File: src/rtl/key_event_arbiter_pkg.sv
// ============================================================================
//  key_pkg
//  Shared types for the key event arbiter: per-key FSM states and the event
//  kind encoding.
//  Rev 1.0 - initial release
// ============================================================================
`default_nettype none

package key_pkg;

  typedef enum logic [1:0] {
    IDLE       = 2'd0,
    PRESS_DB   = 2'd1,
    HELD       = 2'd2,
    RELEASE_DB = 2'd3
  } key_fsm_e;

  localparam logic EVT_SHORT = 1'b0;
  localparam logic EVT_LONG  = 1'b1;

endpackage

`default_nettype wire

File: src/rtl/key_press_fsm.sv
// ============================================================================
//  key_press_fsm
//  One key: 2-FF synchroniser, debounce/hold FSM, and short/long post pulses.
//  Rev 1.0 - initial release
// ============================================================================
`default_nettype none

module key_press_fsm
  import key_pkg::*;
#(
  parameter int DEBOUNCE_TICKS = 10,
  parameter int LONG_TICKS     = 1000
) (
  input  logic clk,
  input  logic rst,
  input  logic key_n,
  input  logic tick,
  output logic key_state,
  output logic post_short,
  output logic post_long
);

  localparam int DBW = $clog2(DEBOUNCE_TICKS + 1);
  localparam int HW  = $clog2(LONG_TICKS + 1);
  localparam logic [DBW-1:0] c_db_max   = DBW'(DEBOUNCE_TICKS);
  localparam logic [HW-1:0]  c_hold_max = HW'(LONG_TICKS);

  logic [1:0]     r_sync;
  logic           w_s;
  key_fsm_e       r_state, w_state_nxt;
  logic [DBW-1:0] r_db_cnt, w_db_cnt_nxt;
  logic [HW-1:0]  r_hold_cnt, w_hold_cnt_nxt;
  logic           r_long_done, w_long_done_nxt;
  logic           r_key_state, w_key_state_nxt;

  assign w_s       = r_sync[1];
  assign key_state = r_key_state;

  always_ff @(posedge clk or posedge rst) begin
    if (rst) begin
      r_sync      <= 2'b11;
      r_state     <= IDLE;
      r_db_cnt    <= '0;
      r_hold_cnt  <= '0;
      r_long_done <= 1'b0;
      r_key_state <= 1'b0;
    end else begin
      r_sync      <= {r_sync[0], key_n};
      r_state     <= w_state_nxt;
      r_db_cnt    <= w_db_cnt_nxt;
      r_hold_cnt  <= w_hold_cnt_nxt;
      r_long_done <= w_long_done_nxt;
      r_key_state <= w_key_state_nxt;
    end
  end

  always_comb begin
    w_state_nxt     = r_state;
    w_db_cnt_nxt    = r_db_cnt;
    w_hold_cnt_nxt  = r_hold_cnt;
    w_long_done_nxt = r_long_done;
    w_key_state_nxt = r_key_state;
    post_short      = 1'b0;
    post_long       = 1'b0;
    case (r_state)
      IDLE: begin
        if (!w_s) begin
          w_state_nxt  = PRESS_DB;
          w_db_cnt_nxt = '0;
        end
      end
      PRESS_DB: begin
        if (w_s) begin
          w_state_nxt = IDLE;
        end else if (r_db_cnt == c_db_max) begin
          w_state_nxt     = HELD;
          w_hold_cnt_nxt  = '0;
          w_key_state_nxt = 1'b1;
          w_long_done_nxt = 1'b0;
        end else if (tick) begin
          w_db_cnt_nxt = r_db_cnt + DBW'(1);
        end
      end
      HELD: begin
        // The long event fires once, when the saturated count is first seen.
        if (r_hold_cnt == c_hold_max && !r_long_done) begin
          post_long       = 1'b1;
          w_long_done_nxt = 1'b1;
        end
        if (tick && r_hold_cnt != c_hold_max) begin
          w_hold_cnt_nxt = r_hold_cnt + HW'(1);
        end
        if (w_s) begin
          w_state_nxt  = RELEASE_DB;
          w_db_cnt_nxt = '0;
        end
      end
      RELEASE_DB: begin
        if (!w_s) begin
          w_state_nxt = HELD;
        end else if (r_db_cnt == c_db_max) begin
          w_state_nxt     = IDLE;
          w_key_state_nxt = 1'b0;
          post_short      = !r_long_done;
        end else if (tick) begin
          w_db_cnt_nxt = r_db_cnt + DBW'(1);
        end
      end
      default: w_state_nxt = IDLE;
    endcase
  end

endmodule

`default_nettype wire

File: src/rtl/key_event_arbiter.sv
// ============================================================================
//  key_event_arbiter
//  Debounced short/long key events merged onto one valid/ready port by a
//  round-robin arbiter with one pending slot per key.
//  Rev 1.0 - initial release
// ============================================================================
`default_nettype none

module key_event_arbiter
  import key_pkg::*;
#(
  parameter int NUM_KEYS       = 4,
  parameter int TICK_DIV       = 50_000,
  parameter int DEBOUNCE_TICKS = 10,
  parameter int LONG_TICKS     = 1000,
  parameter int KW             = $clog2(NUM_KEYS)
) (
  input  logic                clk,
  input  logic                rst,
  input  logic [NUM_KEYS-1:0] key_n,
  output logic                evt_valid,
  input  logic                evt_ready,
  output logic [KW-1:0]       evt_key,
  output logic                evt_long,
  output logic [NUM_KEYS-1:0] key_state,
  output logic                overrun
);

  localparam int PW = (TICK_DIV > 1) ? $clog2(TICK_DIV) : 1;
  localparam logic [PW-1:0] c_presc_max = PW'(TICK_DIV - 1);
  localparam logic [KW-1:0] c_last_key  = KW'(NUM_KEYS - 1);

  logic [PW-1:0]       r_presc;
  logic                w_tick;
  logic [NUM_KEYS-1:0] w_post_short, w_post_long, w_post, w_drop, w_clr;
  logic [NUM_KEYS-1:0] r_pend, r_pend_long;
  logic [KW-1:0]       r_ptr, w_idx, r_evt_key;
  logic                w_any, w_free, w_load;
  logic                r_valid, r_long, r_overrun;

  assign w_tick = (r_presc == c_presc_max);

  always_ff @(posedge clk or posedge rst) begin
    if (rst) begin
      r_presc <= '0;
    end else begin
      r_presc <= w_tick ? '0 : r_presc + PW'(1);
    end
  end

  for (genvar k = 0; k < NUM_KEYS; k++) begin : g_key
    key_press_fsm #(
      .DEBOUNCE_TICKS(DEBOUNCE_TICKS),
      .LONG_TICKS    (LONG_TICKS)
    ) u_fsm (
      .clk       (clk),
      .rst       (rst),
      .key_n     (key_n[k]),
      .tick      (w_tick),
      .key_state (key_state[k]),
      .post_short(w_post_short[k]),
      .post_long (w_post_long[k])
    );
  end

  assign w_post = w_post_short | w_post_long;
  assign w_free = !r_valid || evt_ready;
  assign w_load = w_free && w_any;

  // First pending key after the last granted one, wrapping at NUM_KEYS.
  always_comb begin
    logic [KW-1:0] cand;
    w_any = 1'b0;
    w_idx = '0;
    cand  = r_ptr;
    for (int i = 0; i < NUM_KEYS; i++) begin
      cand = (cand == c_last_key) ? '0 : cand + KW'(1);
      if (!w_any && r_pend[cand]) begin
        w_any = 1'b1;
        w_idx = cand;
      end
    end
  end

  always_comb begin
    w_clr = '0;
    for (int k = 0; k < NUM_KEYS; k++) begin
      w_clr[k] = w_load && (w_idx == KW'(k));
    end
  end

  // A key whose slot is being emptied this cycle can take a new event.
  assign w_drop = w_post & r_pend & ~w_clr;

  always_ff @(posedge clk or posedge rst) begin
    if (rst) begin
      r_pend      <= '0;
      r_pend_long <= '0;
      r_overrun   <= 1'b0;
    end else begin
      r_overrun <= |w_drop;
      for (int k = 0; k < NUM_KEYS; k++) begin
        if (w_post[k] && !w_drop[k]) begin
          r_pend[k]      <= 1'b1;
          r_pend_long[k] <= w_post_long[k] ? EVT_LONG : EVT_SHORT;
        end else if (w_clr[k]) begin
          r_pend[k] <= 1'b0;
        end
      end
    end
  end

  always_ff @(posedge clk or posedge rst) begin
    if (rst) begin
      r_valid   <= 1'b0;
      r_evt_key <= '0;
      r_long    <= 1'b0;
      r_ptr     <= c_last_key;
    end else if (w_free) begin
      if (w_any) begin
        r_valid   <= 1'b1;
        r_evt_key <= w_idx;
        r_long    <= r_pend_long[w_idx];
        r_ptr     <= w_idx;
      end else begin
        r_valid <= 1'b0;
      end
    end
  end

  assign evt_valid = r_valid;
  assign evt_key   = r_evt_key;
  assign evt_long  = r_long;
  assign overrun   = r_overrun;

endmodule

`default_nettype wire

File: config.mk
export PLATFORM = sky130hd
export DESIGN_NAME = key_event_arbiter
export DESIGN_NICKNAME = d
export VERILOG_FILES = /design/src/rtl/key_event_arbiter_pkg.sv /design/src/rtl/key_press_fsm.sv /design/src/rtl/key_event_arbiter.sv
export SDC_FILE = /design/constraint.sdc
export NUM_CORES = 1
export LEC_CHECK = 0
export ABC_AREA = 1
export ABC_CLOCK_PERIOD_IN_PS = 3510
export CAP_MARGIN = 20
export CORE_ASPECT_RATIO = 1.1
export CORE_MARGIN = 2
export CORE_UTILIZATION = 43
export CTS_CLUSTER_DIAMETER = 60
export DETAILED_ROUTE_END_ITERATION = 12
export PLACE_DENSITY = 0.7
export SYNTH_ARGS = -nofsm -noshare
export SYNTH_HDL_FRONTEND = slang
export SYNTH_SLANG_ARGS = --single-unit
export TNS_END_PERCENT = 5
File: constraint.sdc
create_clock -name clk -period 3.51 [get_ports clk]
set_clock_uncertainty 0.05 [all_clocks]
set_input_delay 0.702 -clock clk [delete_from_list [all_inputs] [get_ports clk]]
set_output_delay 0.702 -clock clk [all_outputs]
set_load 0.005 [all_outputs]
==> impl_metrics.env, run 1 <==
export IMPL_status="finished clean"
export IMPL_area_delta_synth_final_pct=11.82
export IMPL_route_detailed_wl_per_inst_um=11.13
export IMPL_fin_nets=784
export IMPL_seq_power_share_pct=42.6
export IMPL_synthFlopType="dfrtp_1"
export IMPL_crit_type="reg -> reg"
export IMPL_gp_congestion=0.8591
export IMPL_p_switching_mw=1.115
export IMPL_ant_nets=0
export IMPL_path_delay_family="simple AND/OR/NAND/NOR gates"
export IMPL_grt_ovfl_total=0
export IMPL_synth_most_common_cell="nand2_1"
export IMPL_nFillCells=1364
export IMPL_die_area_um2=14760
export IMPL_antenna_found_initial=0
export IMPL_cts_tree="built"
export IMPL_clkLatencyLatePin_ns=0.35
export IMPL_switching_share_pct=32.94
export IMPL_ir_drop_uv=270.4
export IMPL_viasPerCell=4.819
export IMPL_drt_wl_total_um=10590
export IMPL_worst_slack_ns=1.223
export IMPL_rows=45
export IMPL_grt_pass1_vias=4320
export IMPL_yosys_area_top_type="dfrtp_1"
export IMPL_grt_pass1_wl_um=18930
export IMPL_min_from="g_key[0].u_fsm.r_sync[0]"
export IMPL_vias=4583
export IMPL_drive_gt1_share_pct=10.22
export IMPL_synth_yosys_seq_area_share_pct=47.00
export IMPL_grt_setup_unrepaired="no"
export IMPL_postCtsSetupBuffers=0
export IMPL_grt_max_degree=112
export IMPL_pwr_share_clk_pct=32.3
export IMPL_portBuffers=15
export IMPL_cts_resized=0
export IMPL_dr_pass1_iters=5
export IMPL_relSlewSlack_pct=61.68
export IMPL_cts_buffers=9
export IMPL_utilization_pct=48.72
export IMPL_worstPathMaxFanout=7
export IMPL_timing_rr_start="r_ptr[0]"
export IMPL_multi_input_area_um2=2659
export IMPL_ys_types=38
export IMPL_netlist_area_leader_share_pct=42.57
export IMPL_period_needed_ns=2.287
export IMPL_clk_path_buf_depth=2
export IMPL_whs_ns=0.3050
export IMPL_synthArstFlopShare_pct=100.0
export IMPL_place_area_um2=6319
export IMPL_grt_usage_pct=15.82
export IMPL_tightest_slew_ns=0.5748
export IMPL_endpoint_kind="register"
export IMPL_r2r_cells=15
export IMPL_design_area_um2=6639
export IMPL_timing_setup_tns_ns=0
export IMPL_cp_depth=15
export IMPL_drcViolationCount=0
export IMPL_synth_edf_count=0
export IMPL_cellLeakagePower_nw=3.188
export IMPL_startpoint="r_ptr[0]"
export IMPL_coreArea_um2=13630
export IMPL_path_cells="ha_1 -> inv_1 -> nand2_1 -> nand2_2 -> nand2_2 -> nand2_2 -> nand3_2 -> inv_2 -> nand3_2 -> nand2_2 -> nand3_2 -> nand2_2 -> nand2_1 -> nand2_1 -> nand2_1"
export IMPL_hold_depth=0
export IMPL_ys_seq_elements=111
export IMPL_cp_num_buf_inv=2
export IMPL_yosysWarnings=0
export IMPL_critPathLaunchType="register"
export IMPL_cp_arrival_ns=2.48
export IMPL_finalCritPeriodShare_pct=65.16
export IMPL_drv_slew=0
export IMPL_power_internal_mw=2.271
export IMPL_drv_cap=0
export IMPL_hold_class="reg -> reg"
export IMPL_fmaxAchievable_mhz=437.2
export IMPL_synth_nets=761
export IMPL_path_clk_slew_ns=0.07
export IMPL_path_common_cell="nand2_2"
export IMPL_crit_slowest_cell="dfstp_2"
export IMPL_syn_area_um2=5937
export IMPL_clockRootBuffer="clkbuf_16"
export IMPL_hold_viol=0
export IMPL_place_ws_ns=1.236
export IMPL_die_height_um=127.2
export IMPL_clock_sinks=111
export IMPL_yosys_top_cells_count="nand2_1, inv_1, dfrtp_1"
export IMPL_drt_iter0_markers=241
export IMPL_setup_violations=0
export IMPL_die_x_um=116.0
export IMPL_syn_inst=736
export IMPL_initial_utilization_pct=43.57
export IMPL_power_frac_comb_pct=25.1
export IMPL_powerDensity_nw_per_um2=510.0
export IMPL_n_antenna_cell=0
export IMPL_ctsHoldBuffers=0
export IMPL_slowest_delay_ns=0.60
export IMPL_place_hpwl_um=7684
export IMPL_final_seq_area_um2=2790
export IMPL_yosys_top_cells_area="dfrtp_1, nand2_1, inv_1, nor2_1, dfstp_2"
export IMPL_io_pins=16
export IMPL_postSynthAreaPerCell_um2=8.067
export IMPL_cts_htree_levels=3
export IMPL_worstPathRequired_ns=3.71
-- kinds of logic after synthesis --
group	synth area share [%]
xor gates and xnor gates	2.803
and+or+nand+nor	30.09
adders and majority gates	3.794
buffers and inverters	8.219
AOI/OAI and AO/OA	8.093
DFF	47.00
-- cells in the final DEF (no fill, tap or decap), types with 10 or more instances in the layout --
cell type          n
o21ai_0           36
nand3_2           10
nand4_1           19
dfstp_2           10
ha_1              18
nor2_1            75
nand2_1          161
o31ai_1           10
nand2_2           13
nand3_1           46
xor2_1            17
nor3_1            27
clkdlybuf4s50_1   15
a21oi_1           28
inv_1            109
dfrtp_1          101
-- state kept, by name, indices dropped and copies added, names as in the netlist, named ones only --
signal,cells
r_ptr,2
evt_key,2
evt_long,1
evt_valid,1
g_key.u_fsm.key_state,4
g_key.u_fsm.r_hold_cnt,40
overrun,1
g_key.u_fsm.r_db_cnt,16
r_pend,4
g_key.u_fsm.r_long_done,4
r_presc,16
r_pend_long,4
g_key.u_fsm.r_sync,8
g_key.u_fsm.r_state,4
-- per-stage QoR --
stage	std cells	total power, mW
6_report	951	3.386
2_1_floorplan	736	2.135
4_1_cts	951	3.431
5_1_grt	951	3.598
3_3_place_gp	936	2.303
3_5_place_dp	936	2.318
-- worst paths after layout --
path	to	slack [ns]
hold / removal	g_key[0].u_fsm.r_sync[1]	0.30
setup / recovery	r_pend_long[3]	1.22
min in group asynchronous	g_key[3].u_fsm.r_hold_cnt[5]	0.79
hold reg to reg	g_key[0].u_fsm.r_sync[1]	0.30
max in group asynchronous	r_ptr[1]	2.17
setup reg to reg	r_pend_long[3]	1.22
-- power groups by stage --
stage / logic [mW] / registers (mW) / clock network, mW
2_1_floorplan: 0.681 / 1.45 / 0
3_3_place_gp: 0.836 / 1.47 / 0
3_5_place_dp: 0.850 / 1.47 / 0
4_1_cts: 0.855 / 1.44 / 1.13
5_1_grt: 0.975 / 1.46 / 1.17
6_report: 0.850 / 1.44 / 1.09
-- per-layer routing --
layer  part of all wire, %  GRT usage (%)  vias up  wire, µm
li1                      -              -     2416         -
met1                    49          20.88     2114      5137
met2                    47          25.77       38      4986
met3                   2.5          3.416       15       263
met4                   1.9          5.532        0       199
met5                     0              0        -         0
-- area by class of cell --
| type | count | share of cell area [%] |
|---|---|---|
| Clock inverter | 6 | 1.432 |
| Timing Repair Buffer | 17 | 2.676 |
| Clock buffer | 9 | 3.392 |
| Multi-Input combinational cell | 500 | 40.05 |
| Tap cell | 188 | 3.543 |
| Inverter | 120 | 6.879 |
| Sequential cell | 111 | 42.03 |
(Power assumes the default switching activity.)
==> run 2, diff against run 1 <==
ABC_CLOCK_PERIOD_IN_PS = 1900   (was 3510)
clock period = 1.9 ns   (was 3.51 ns; I/O delays follow)
==> impl_metrics.env, run 2 (synthesized netlist as in run 1, its figures left out) <==
export IMPL_status="complete, but fails checks"
export IMPL_violations="setup timing"
export IMPL_die_x_um=116.0
export IMPL_cp_num_buf_inv=2
export IMPL_io_pins=16
export IMPL_portBuffers=15
export IMPL_grt_usage_pct=17.41
export IMPL_grt_setup_unrepaired="yes"
export IMPL_fmaxAchievable_mhz=476.3
export IMPL_grt_pass1_vias=4809
export IMPL_slowest_delay_ns=0.57
export IMPL_grt_max_degree=78
export IMPL_die_area_um2=14760
export IMPL_ir_drop_uv=479.5
export IMPL_drv_cap=0
export IMPL_finalCritPeriodShare_pct=110.5
export IMPL_dr_pass1_iters=4
export IMPL_period_needed_ns=2.100
export IMPL_timing_setup_tns_ns=-1.737
export IMPL_worstPathMaxFanout=5
export IMPL_endpoint_kind="register"
export IMPL_place_hpwl_um=8346
export IMPL_top_regs="g_key.u_fsm.r_hold_cnt: 40 flops, g_key.u_fsm.r_db_cnt: 16 flops, r_presc: 16 flops"
export IMPL_finalNonFillerCells=1004
export IMPL_drcViolationCount=0
export IMPL_path_common_cell="nand2_2"
export IMPL_ant_nets=0
export IMPL_drv_slew=0
export IMPL_tightest_slew_ns=0.4605
export IMPL_relSlewSlack_pct=69.07
export IMPL_final_seq_area_um2=2790
export IMPL_drt_wl_total_um=11730
export IMPL_coreArea_um2=13630
export IMPL_critPathLaunchType="register"
export IMPL_drt_iter0_markers=322
export IMPL_final_cell_mix="nand2_1, inv_1, dfrtp_1"
export IMPL_viasPerCell=4.842
export IMPL_die_height_um=127.2
export IMPL_path_cells="ha_4 -> inv_4 -> nand2_2 -> nand2_2 -> nand2_2 -> nand2_4 -> nand4_1 -> nand2_2 -> nor2_4 -> nand3_2 -> nand2_2 -> buf_4 -> nand2_1 -> nand2_1"
export IMPL_cts_htree_levels=3
export IMPL_design_area_um2=7315
export IMPL_final_common_cell="nand2_1"
export IMPL_area_delta_synth_final_pct=23.20
export IMPL_cellLeakagePower_nw=3.490
export IMPL_rows=45
export IMPL_initial_utilization_pct=43.57
export IMPL_antenna_found_initial=0
export IMPL_crit_slowest_cell="dfstp_2"
export IMPL_vias=4861
export IMPL_grt_ovfl_total=0
export IMPL_whs_ns=0.3060
export IMPL_hold_viol=0
export IMPL_cts_tree="built"
export IMPL_gp_congestion=0.8580
export IMPL_path_delay_family="simple AND/OR/NAND/NOR gates"
export IMPL_placed_cells=984
export IMPL_n_antenna_cell=0
export IMPL_route_detailed_wl_per_inst_um=11.68
export IMPL_utilization_pct=53.68
export IMPL_ctsHoldBuffers=0
export IMPL_path_clk_slew_ns=0.07
export IMPL_largest_reg_flops=40
export IMPL_drive_gt1_share_pct=22.43
export IMPL_crit_type="reg -> reg"
export IMPL_place_area_um2=6679
export IMPL_fin_nets=836
export IMPL_worstPathRequired_ns=2.11
export IMPL_clockRootBuffer="clkbuf_16"
export IMPL_setup_violations=15
export IMPL_powerDensity_nw_per_um2=953.4
export IMPL_hold_class="reg -> reg"
export IMPL_total_power_mw=6.974
export IMPL_clock_sinks=111
export IMPL_nFillCells=1260
export IMPL_clk_path_buf_depth=2
export IMPL_clkLatencyLatePin_ns=0.36
export IMPL_grt_pass1_wl_um=20910
export IMPL_cp_arrival_ns=2.31
export IMPL_multi_input_area_um2=2937
export IMPL_regMostFlops="g_key.u_fsm.r_hold_cnt"
export IMPL_cts_buffers=9
export IMPL_worst_slack_ns=-0.1997
export IMPL_place_ws_ns=-0.2425
-- run 2: changes by cell type in the layout (fill, tap and decap cells not counted), moves of 5 or more --
cell	previous run	this run
nand2_4	2	12
nand2_1	161	142
nor2_1	75	66
buf_6	0	6
nor2_2	7	12
nand3_1	46	39
o21ai_0	36	29
buf_4	1	47
nand2_2	13	22
-- run 2: worst paths after layout --
kind	from	endpoint	slack, ns	cells past startpoint
setup / recovery	r_ptr[0]	r_pend_long[0]	-0.20	14
hold / removal	g_key[2].u_fsm.r_sync[0]	g_key[2].u_fsm.r_sync[1]	0.31	0
setup reg to reg	r_ptr[0]	r_pend_long[0]	-0.20	14
hold reg to reg	g_key[2].u_fsm.r_sync[0]	g_key[2].u_fsm.r_sync[1]	0.31	0
max in group asynchronous	rst	g_key[3].u_fsm.r_sync[0]	0.99	3
min in group asynchronous	rst	g_key[3].u_fsm.r_hold_cnt[9]	0.43	3
-- run 2: area by class of cell --
class                           count  area share, %
Clock buffer                       10          3.130
Clock inverter                      6         0.8382
Inverter                          120          6.449
Multi-Input combinational cell    500          40.15
Sequential cell                   111          38.15
Tap cell                          188          3.216
Timing Repair Buffer               69          8.074
-- run 2: power breakdown --
part,switching [mW],internal [mW]
Clock,0.861,1.02
Sequential,0.133,2.53
Combinational,1.45,0.981
Total,2.44,4.53
-- run 2: metal layers --
layer,vias to the layer above,GRT usage (%),wire length [µm]
met5,-,0,0
met4,0,6.303,209
met3,18,3.937,314
met2,49,28.45,5790
met1,2286,22.70,5410
li1,2508,-,-
-- run 2: timing repair --
item / in CTS / in global routing
pin swaps: 12 / 25
endpoints found under the setup margin: 32 / 64
gates resized for setup: 29 / 62
setup buffers: 1 / 3
==> run 3, diff against run 2 <==
ABC_AREA = unset   (was 1)
==> impl_metrics.env, run 3 <==
export IMPL_yosysWarnings=0
export IMPL_fmaxAchievable_mhz=423.4
export IMPL_drv_slew=0
export IMPL_ctsHoldBuffers=0
export IMPL_syn_inst=583
export IMPL_cp_arrival_ns=2.55
export IMPL_timing_setup_tns_ns=-9.710
export IMPL_ir_drop_uv=498.4
export IMPL_largest_reg_flops=40
export IMPL_tightest_slew_ns=0.4577
export IMPL_grt_max_degree=36
export IMPL_synthArstFlopShare_pct=100.0
export IMPL_fin_nets=716
export IMPL_netlist_area_leader_share_pct=44.69
export IMPL_portBuffers=15
export IMPL_slowest_delay_ns=0.56
export IMPL_clkLatencyLatePin_ns=0.35
export IMPL_route_detailed_wl_per_inst_um=14.14
export IMPL_relSlewSlack_pct=69.25
export IMPL_clk_path_buf_depth=2
export IMPL_hold_class="in -> async"
export IMPL_coreArea_um2=12750
export IMPL_ys_types=60
export IMPL_die_area_um2=14090
export IMPL_highest_layer="met4"
export IMPL_synth_yosys_seq_area_share_pct=49.34
export IMPL_drive_gt1_share_pct=25.43
export IMPL_drv_cap=0
export IMPL_met1Wirelength_um=5213
export IMPL_cellLeakagePower_nw=3.371
export IMPL_place_ws_ns=-0.5391
export IMPL_hold_viol=0
export IMPL_wl_met3_um=251
export IMPL_status="complete, but fails checks"
export IMPL_synth_xor_area_share_pct=6.195
export IMPL_final_common_cell="dfrtp_1"
export IMPL_cts_tree="built"
export IMPL_worstPathRequired_ns=2.09
export IMPL_grt_pass1_vias=4709
export IMPL_synth_edf_count=0
export IMPL_yosys_top_cells_count="dfrtp_1, nand2_1, nor2_1"
export IMPL_path_clk_slew_ns=0.08
export IMPL_die_height_um=124.3
export IMPL_yosys_top_cells_area="dfrtp_1, dfstp_2, nand2_1, xor2_1, nor2_1"
export IMPL_gp_congestion=0.9186
export IMPL_cts_htree_levels=3
export IMPL_worst_slack_ns=-0.4616
export IMPL_path_cells="ha_4 -> and2_4 -> o31ai_4 -> a31oi_2 -> or3_4 -> buf_6 -> o21a_1 -> a31oi_1 -> o21ai_1"
export IMPL_cts_buffers=9
export IMPL_synth_top_family_by_area="simple AND/OR/NAND/NOR gates"
export IMPL_initial_utilization_pct=44.35
export IMPL_synth_simple_area_share_pct=23.96
export IMPL_critPathLaunchType="register"
export IMPL_final_cell_mix="dfrtp_1, buf_4, nand2_1"
export IMPL_viasPerCell=5.387
export IMPL_synthFlopType="dfrtp_1"
export IMPL_finalNonFillerCells=853
export IMPL_grt_usage_pct=18.14
export IMPL_antenna_found_initial=0
export IMPL_synth_fa_ha_area_share_pct=3.982
export IMPL_io_pins=16
export IMPL_place_area_um2=6656
export IMPL_endpoint_kind="register"
export IMPL_powerDensity_nw_per_um2=771.3
export IMPL_dr_wl_met2_um=6277
export IMPL_grt_ovfl_total=0
export IMPL_n_antenna_cell=0
export IMPL_rows=43
export IMPL_utilization_pct=56.93
export IMPL_period_needed_ns=2.362
export IMPL_grt_setup_unrepaired="yes"
export IMPL_dr_pass1_iters=4
export IMPL_setup_violations=50
export IMPL_synth_mux_area_share_pct=0.9513
export IMPL_die_x_um=113.3
export IMPL_total_power_mw=5.599
export IMPL_clock_sinks=111
export IMPL_area_delta_synth_final_pct=28.36
export IMPL_synth_most_common_cell="dfrtp_1"
export IMPL_synth_compound_area_share_pct=11.90
export IMPL_vias=4595
export IMPL_design_area_um2=7259
export IMPL_violations="setup timing"
export IMPL_postSynthAreaPerCell_um2=9.701
export IMPL_place_hpwl_um=8586
export IMPL_placed_cells=832
export IMPL_ys_seq_elements=111
export IMPL_crit_type="reg -> reg"
export IMPL_drcViolationCount=0
export IMPL_worstPathMaxFanout=4
export IMPL_drt_wl_total_um=12060
export IMPL_regMostFlops="g_key.u_fsm.r_hold_cnt"
export IMPL_yosys_area_top_type="dfrtp_1"
export IMPL_drt_iter0_markers=285
export IMPL_syn_area_um2=5655
export IMPL_clockRootBuffer="clkbuf_16"
export IMPL_whs_ns=0.2787
export IMPL_synth_nets=608
export IMPL_top_regs="g_key.u_fsm.r_hold_cnt: 40 flops, g_key.u_fsm.r_db_cnt: 16 flops, r_presc: 16 flops"
export IMPL_crit_slowest_cell="dfstp_2"
export IMPL_finalCritPeriodShare_pct=124.3
export IMPL_ant_nets=0
export IMPL_grt_pass1_wl_um=21180
[run 3: cell types whose count changed in the layout (fill, tap and decap cells not counted), moves of 17 or more]
cell / delta
buf_4: +45
nand2_1: -76
nand2_2: -20
inv_1: -77
nor3_1: -17
nand3_1: -21
[run 3: cell families (layout without fill, tap and decap cells)]
kind of cell	count (synthesis)	after routing
flip-flops	111	111
XOR/XNOR	40	40
AO/OA/AOI/OAI	108	108
multiplexers	5	5
buffers and inverters	49	162
AND/OR/NAND/NOR	252	252
adder cells (fa/ha/maj)	18	18
[run 3: what timing repair did]
item | 4_1_cts | 5_1_grt
pin swaps | 32 | 10
hold endpoints to repair | 0 | 0
endpoints found under the setup margin | 62 | 68
buffers inserted | 2 | 2
resized for setup | 33 | 26
cloned | 1 | 0
[run 3: critical path, delay by kind of cell (launching register included)]
family	cells	cell delay, ns
AOI/OAI and AO/OA	5	0.71
adders and majority gates	1	0.22
buffers and inverters	1	0.14
DFF	1	0.56
and+or+nand+nor	2	0.57
[run 3: power by group]
part	total (mW)	switching, mW	internal (mW)
combinational	0.966	0.481	0.485
clock	2.08	0.878	1.20
sequential	2.55	0.0887	2.46
[run 3: area by class of cell]
class,instances,area [µm²]
Clock inverter,6,91.34
Sequential cell,111,2790
Fill cell,1056,5492
Timing Repair Buffer,116,953.4
Tap cell,157,196.4
Multi-Input combinational cell,423,2873
Inverter,30,116.4
Clock buffer,10,239.0
[run 3: routing by layer]
layer  vias to the layer above  global-route usage [%]
met5                         -                       0
met4                         0                   7.245
met3                        24                   2.676
met2                        69                   32.16
met1                      2244                   21.97
li1                       2258                       -
[run 3: path summary, 6_finish.rpt]
kind,startpoint,endpoint,slack [ns],cells after the start
hold / removal,rst,r_pend[3],0.28,2
hold reg to reg,g_key[2].u_fsm.r_sync[0],g_key[2].u_fsm.r_sync[1],0.31,0
min in group clk,g_key[2].u_fsm.r_sync[0],g_key[2].u_fsm.r_sync[1],0.31,0
max in group asynchronous,rst,g_key[3].u_fsm.r_db_cnt[3],0.99,3
setup / recovery,r_ptr[1],overrun,-0.46,9
setup reg to reg,r_ptr[1],overrun,-0.46,9
